[src/rtl/val2_shift_sequencer_if.sv]
// Request/response bundle between execute control and the Val2 sequencer.
interface val2_shift_sequencer_if #(
  parameter int DATA_W = 32
);
  logic              start;
  logic              flush;
  logic              imm;
  logic              mem_en;
  logic [11:0]       shift_operand;
  logic [DATA_W-1:0] val_rm;
  logic              c_in;
  logic [DATA_W-1:0] val2;
  logic              c_out;
  logic              busy;
  logic              done;

  modport master (
    output start, flush, imm, mem_en,
    output shift_operand, val_rm, c_in,
    input  val2, c_out, busy, done
  );

  modport slave (
    input  start, flush, imm, mem_en,
    input  shift_operand, val_rm, c_in,
    output val2, c_out, busy, done
  );
endinterface

[src/rtl/val2_shift_sequencer.sv]
// Bit-serial Val2 shifter: one shift step per clock instead of a barrel.
// start/busy/done handshake, flush aborts without a done pulse.
module val2_shift_sequencer #(
  parameter int DATA_W = 32
) (
  input  logic                  clk,
  input  logic                  rst,
  val2_shift_sequencer_if.slave bus
);

  typedef enum logic [1:0] {
    IDLE,
    SHIFT,
    DONE
  } state_t;

  localparam logic [1:0] K_LSL = 2'b00;
  localparam logic [1:0] K_LSR = 2'b01;
  localparam logic [1:0] K_ASR = 2'b10;
  localparam logic [1:0] K_ROR = 2'b11;

  state_t            state;
  logic [DATA_W-1:0] work;
  logic              carry;
  logic [4:0]        count;
  logic [1:0]        kind;
  logic [DATA_W-1:0] val2_q;
  logic              c_out_q;
  logic              busy_q;
  logic              done_q;

  logic [DATA_W-1:0] dec_work;
  logic [4:0]        dec_cnt;
  logic [1:0]        dec_kind;
  logic [DATA_W-1:0] step_work;
  logic              step_carry;

  // Operand forms overlap, so this decode is priority ordered.
  always_comb begin
    dec_work = bus.val_rm;
    dec_cnt  = '0;
    dec_kind = bus.shift_operand[6:5];
    priority case (1'b1)
      bus.mem_en: begin
        dec_work = {{(DATA_W-12){1'b0}}, bus.shift_operand};
      end
      bus.imm: begin
        dec_work = {{(DATA_W-8){1'b0}}, bus.shift_operand[7:0]};
        dec_cnt  = {bus.shift_operand[11:8], 1'b0};
        dec_kind = K_ROR;
      end
      bus.shift_operand[4]: begin
        dec_cnt = '0;
      end
      default: begin
        dec_cnt = bus.shift_operand[11:7];
      end
    endcase
  end

  always_comb begin
    step_work  = work;
    step_carry = carry;
    unique case (kind)
      K_LSL: begin
        step_carry = work[DATA_W-1];
        step_work  = {work[DATA_W-2:0], 1'b0};
      end
      K_LSR: begin
        step_carry = work[0];
        step_work  = {1'b0, work[DATA_W-1:1]};
      end
      K_ASR: begin
        step_carry = work[0];
        step_work  = {work[DATA_W-1], work[DATA_W-1:1]};
      end
      K_ROR: begin
        step_carry = work[0];
        step_work  = {work[0], work[DATA_W-1:1]};
      end
    endcase
  end

  always_ff @(posedge clk or posedge rst) begin
    if (rst) begin
      state   <= IDLE;
      work    <= '0;
      carry   <= 1'b0;
      count   <= '0;
      kind    <= K_LSL;
      val2_q  <= '0;
      c_out_q <= 1'b0;
      busy_q  <= 1'b0;
      done_q  <= 1'b0;
    end else begin
      done_q <= 1'b0;
      unique case (state)
        IDLE: begin
          if (bus.start && !bus.flush) begin
            busy_q <= 1'b1;
            work   <= dec_work;
            carry  <= bus.c_in;
            count  <= dec_cnt;
            kind   <= dec_kind;
            if (dec_cnt == '0) begin
              state   <= DONE;
              val2_q  <= dec_work;
              c_out_q <= bus.c_in;
              done_q  <= 1'b1;
            end else begin
              state <= SHIFT;
            end
          end
        end
        SHIFT: begin
          if (bus.flush) begin
            state  <= IDLE;
            busy_q <= 1'b0;
          end else begin
            work  <= step_work;
            carry <= step_carry;
            count <= count - 5'd1;
            // Last step lands straight in the output registers.
            if (count == 5'd1) begin
              state   <= DONE;
              val2_q  <= step_work;
              c_out_q <= step_carry;
              done_q  <= 1'b1;
            end
          end
        end
        DONE: begin
          state  <= IDLE;
          busy_q <= 1'b0;
        end
        default: begin
          state  <= IDLE;
          busy_q <= 1'b0;
        end
      endcase
    end
  end

  // A flush in the DONE cycle cancels the pulse but keeps val2.
  assign bus.val2  = val2_q;
  assign bus.c_out = c_out_q;
  assign bus.busy  = busy_q;
  assign bus.done  = done_q && !(state == DONE && bus.flush);

endmodule

[src/flat_wrapper.sv]
// flat-port wrapper written by rule: the top's interface ports become plain ports
module val2_shift_sequencer_flat 
#(
  parameter int DATA_W = 32
)
  (clk, rst, bus_start, bus_flush, bus_imm, bus_mem_en, bus_shift_operand, bus_val_rm, bus_c_in, bus_val2, bus_c_out, bus_busy, bus_done);
  val2_shift_sequencer_if #(.DATA_W(DATA_W)) bus_i ();
  input  logic clk;
  input  logic rst;
  input wire logic [$bits(bus_i.start)-1:0] bus_start;
  input wire logic [$bits(bus_i.flush)-1:0] bus_flush;
  input wire logic [$bits(bus_i.imm)-1:0] bus_imm;
  input wire logic [$bits(bus_i.mem_en)-1:0] bus_mem_en;
  input wire logic [$bits(bus_i.shift_operand)-1:0] bus_shift_operand;
  input wire logic [$bits(bus_i.val_rm)-1:0] bus_val_rm;
  input wire logic [$bits(bus_i.c_in)-1:0] bus_c_in;
  output wire logic [$bits(bus_i.val2)-1:0] bus_val2;
  output wire logic [$bits(bus_i.c_out)-1:0] bus_c_out;
  output wire logic [$bits(bus_i.busy)-1:0] bus_busy;
  output wire logic [$bits(bus_i.done)-1:0] bus_done;
  assign bus_i.start = bus_start;
  assign bus_i.flush = bus_flush;
  assign bus_i.imm = bus_imm;
  assign bus_i.mem_en = bus_mem_en;
  assign bus_i.shift_operand = bus_shift_operand;
  assign bus_i.val_rm = bus_val_rm;
  assign bus_i.c_in = bus_c_in;
  assign bus_val2 = bus_i.val2;
  assign bus_c_out = bus_i.c_out;
  assign bus_busy = bus_i.busy;
  assign bus_done = bus_i.done;
  val2_shift_sequencer #(.DATA_W(DATA_W)) u_core (.clk(clk), .rst(rst), .bus(bus_i));
endmodule
[config.mk]
export PLATFORM = sky130hd
export DESIGN_NAME = val2_shift_sequencer_flat
export DESIGN_NICKNAME = d
export VERILOG_FILES = /design/src/rtl/val2_shift_sequencer_if.sv /design/src/rtl/val2_shift_sequencer.sv /design/src/flat_wrapper.sv
export SDC_FILE = /design/constraint.sdc
export NUM_CORES = 1
export LEC_CHECK = 0
export BUFFER_PORTS_ARGS = -buffer_cell sky130_fd_sc_hd__buf_2
export CAP_MARGIN = 20
export CORE_ASPECT_RATIO = 0.8
export CORE_MARGIN = 3
export CORE_UTILIZATION = 45
export CTS_CLUSTER_SIZE = 16
export DETAILED_ROUTE_END_ITERATION = 7
export PLACE_DENSITY_LB_ADDON = 0.08
export SYNTH_ARGS = -nofsm -noshare
export SYNTH_HDL_FRONTEND = slang
export SYNTH_SLANG_ARGS = --single-unit
[constraint.sdc]
create_clock -name clk -period 3.13 [get_ports clk]
set_input_delay 0.1565 -clock clk [delete_from_list [all_inputs] [get_ports clk]]
set_output_delay 0.1565 -clock clk [all_outputs]
set_load 0.01 [all_outputs]
==> results.toml <==
[final_layout]
antenna_cells = 0
area_growth_pct = 20.2
final_nets = 467
drive_above_1_share_pct = 36.0
layout_common_cells = "buf_2, dfrtp_1, mux2i_1, mux2_2, o21ai_0"
finish.utilization_pct = 57.0
final_common_cell = "buf_2"

[sta]
worst_pin_slew_ns = 0.952
whs_ns = 0.0343
max_freq_ghz = 0.474
relSlewSlack_pct = 36.5
finalSetupViolCount = 0
rsz0062_at_grt = "false"
fin_crit_sh_pct = 67.4
fin_skew_ns = 0.0118
hold_violations = 0
setup_tns_ns = 0
drv_slew = 0
min_period_ns = 2.11

[place]
dp_hpwl_um = 5790
io_buffers = 85
gp_congestion = 0.770

[die]
die_w_um = 109
die_h_um = 88.6
ioPinCount = 86
dieArea_um2 = 9680
core-area_um2 = 8090
rows = 29
initial_core_util_pct = 47.4

[route]
viasPerCell = 5.27
drc = 0
routedWlPerCell_um = 16.3
vias = 2776
routed_wl_um = 8600
ant_nets = 0
dr.pass1.iters = 4
drtIter0Drc = 126

[synth]
synth_area_um2 = 3840
ys_seq_area_share_pct = 49.6
syn-num-nets = 384
yosysTopAreaCell = "dfrtp_1"
ys_seq_elements = 76
yosys.area.top_type_share_pct = 49.6
ys_warn_count = 0
synth_edf_count = 0
yosysUniqueCellTypes = 34
syn_inst = 331
syn_area_per_cell_um2 = 11.6
synth_flop_cell = "dfrtp_1"
synth-async-reset-ratio_pct = 100
synth_area_leaders = "dfrtp_1, mux2i_1, mux2_2, mux2_1, o21ai_0"

[clock_tree]
clock_latency_ns = 0.35
post_cts_buffers = 0
path_clk_slew_ns = 0.08
cts_sinks = 76
numCtsBuffers = 9
clockRootBuffer = "clkbuf_8"
cts.path.max_buffers = 2
cts.repair.resized = 0
htree_levels = 3
cts_hold_buf = 0
cts_tree = "yes"

[setup_path]
critPathMaxStageDelay_ns = 0.51
crit_chain = "nor3_1 > a21oi_1 > a211oi_4 > buf_4 > mux2_2"
reg2reg_to = "u_core.bus.c_out$_DFFE_PP0P_"
rrSetupSlack_ns = 1.02
worstPathMaxFanout = 34
start_kind = "flop"
path_buf_inv = 1
path_delay_family = "buffers and inverters"
crit_required_ns = 3.37
reg2regPathDepth = 5
reg2reg_from = "u_core.count[2]$_DFFE_PP0P_"
cp.arrival_ns = 2.35
cp-end-kind = "flop"
cp_slowest_cell = "buf_4"
worstSetupPathType = "reg2reg"

[min_path]
worstHoldPathCells = 2
min_from = "bus_flush"
hold_end = "u_core.state[0]$_DFFE_PP0P_"
hold_class = "in2reg"

[pwr]
power_density_nw_per_um2 = 645
leakagePower_nw = 2.17
peakVddDrop_mv = 0.273

[grt]
grt_pass1_vias = 2742
grt_overflow_total = 0
track_usage_pct = 19.0
antenna_found_initial = 0
grt_pass1_wl_um = 14100
grt_max_degree = 77

[job]
maxCapViolCount = 0

[outcome]
status = "completed"
==> final cells by class <==
type	count	area, µm²
clock inverter	3	67.6
tap	108	135
multi-input combinational	214	1780
inverter	19	71.3
fill	733	3480
timing repair buffer	94	493
sequential	76	1900
clock buffer	13	169
==> stage by stage <==
stage / total power, mW / cells / area (µm²) / setup WS [ns]
after floorplan: 1.85 / 331 / 3840 / 1.04
after global placement: 2.11 / 511 / 4380 / 1.07
after detailed placement: 2.13 / 511 / 4380 / 1.04
after CTS: 3.02 / 527 / 4610 / 1.03
after global routing: 3.17 / 527 / 4610 / 0.892
final: 2.98 / 527 / 4610 / 1.02
==> metal layers <==
metal  track usage (%)  vias to the layer above  share of wire (%)
met5                 0                        -                  0
met4              3.74                        0               0.79
met3              5.40                        8                4.9
met2              28.0                       64                 44
met1              28.2                     1337                 50
li1                  -                     1367                  -
==> kinds of logic (layout without fill, tap and decap cells) <==
| kind of cell | after synthesis | count (layout) | share of synthesized area, % |
|---|---|---|---|
| flops | 76 | 76 | 49.6 |
| fa+ha+maj | 2 | 2 | 0.652 |
| buf+inv | 41 | 129 | 4.66 |
| mux | 99 | 99 | 27.5 |
| compound gates | 70 | 70 | 12.5 |
| simple gates | 43 | 43 | 5.15 |
==> power breakdown <==
group	switching, mW	internal, mW
Clock	0.354	0.515
Sequential	0.151	1.20
Combinational	0.382	0.375
Total	0.887	2.09
==> synth_stat cells (9+ instances only) <==
cell type,instances
a21oi_1,9
a22oi_1,13
buf_2,11
dfrtp_1,76
inv_1,19
mux2_1,16
mux2_2,35
mux2i_1,48
nand2_1,19
nor2_1,12
o21ai_0,21
o2bb2ai_1,9
==> how the worst max path moves through the flow <==
| stage | start | endpoint | depth (start not counted) |
|---|---|---|---|
| 2_1_floorplan | rst | u_core.bus.busy$_DFFE_PP0P_ | 1 |
| 6_report | u_core.count[2]$_DFFE_PP0P_ | u_core.bus.c_out$_DFFE_PP0P_ | 5 |
| 4_1_cts | u_core.count[2]$_DFFE_PP0P_ | u_core.bus.c_out$_DFFE_PP0P_ | 5 |
| 3_3_place_gp | u_core.count[2]$_DFFE_PP0P_ | u_core.bus.c_out$_DFFE_PP0P_ | 5 |
| 3_5_place_dp | u_core.count[2]$_DFFE_PP0P_ | u_core.bus.c_out$_DFFE_PP0P_ | 5 |
| 5_1_grt | u_core.count[2]$_DFFE_PP0P_ | u_core.bus.val2[28]$_DFFE_PP0P_ | 5 |
==> state kept, by name, indices dropped and copies added (netlist names) <==
signal	flops
u_core.bus.c_out	1
u_core.work	32
u_core.state	2
u_core.done_q	1
u_core.count	5
u_core.kind	2
u_core.bus.busy	1
u_core.bus.val2	32
(Power assumes the default switching activity.)
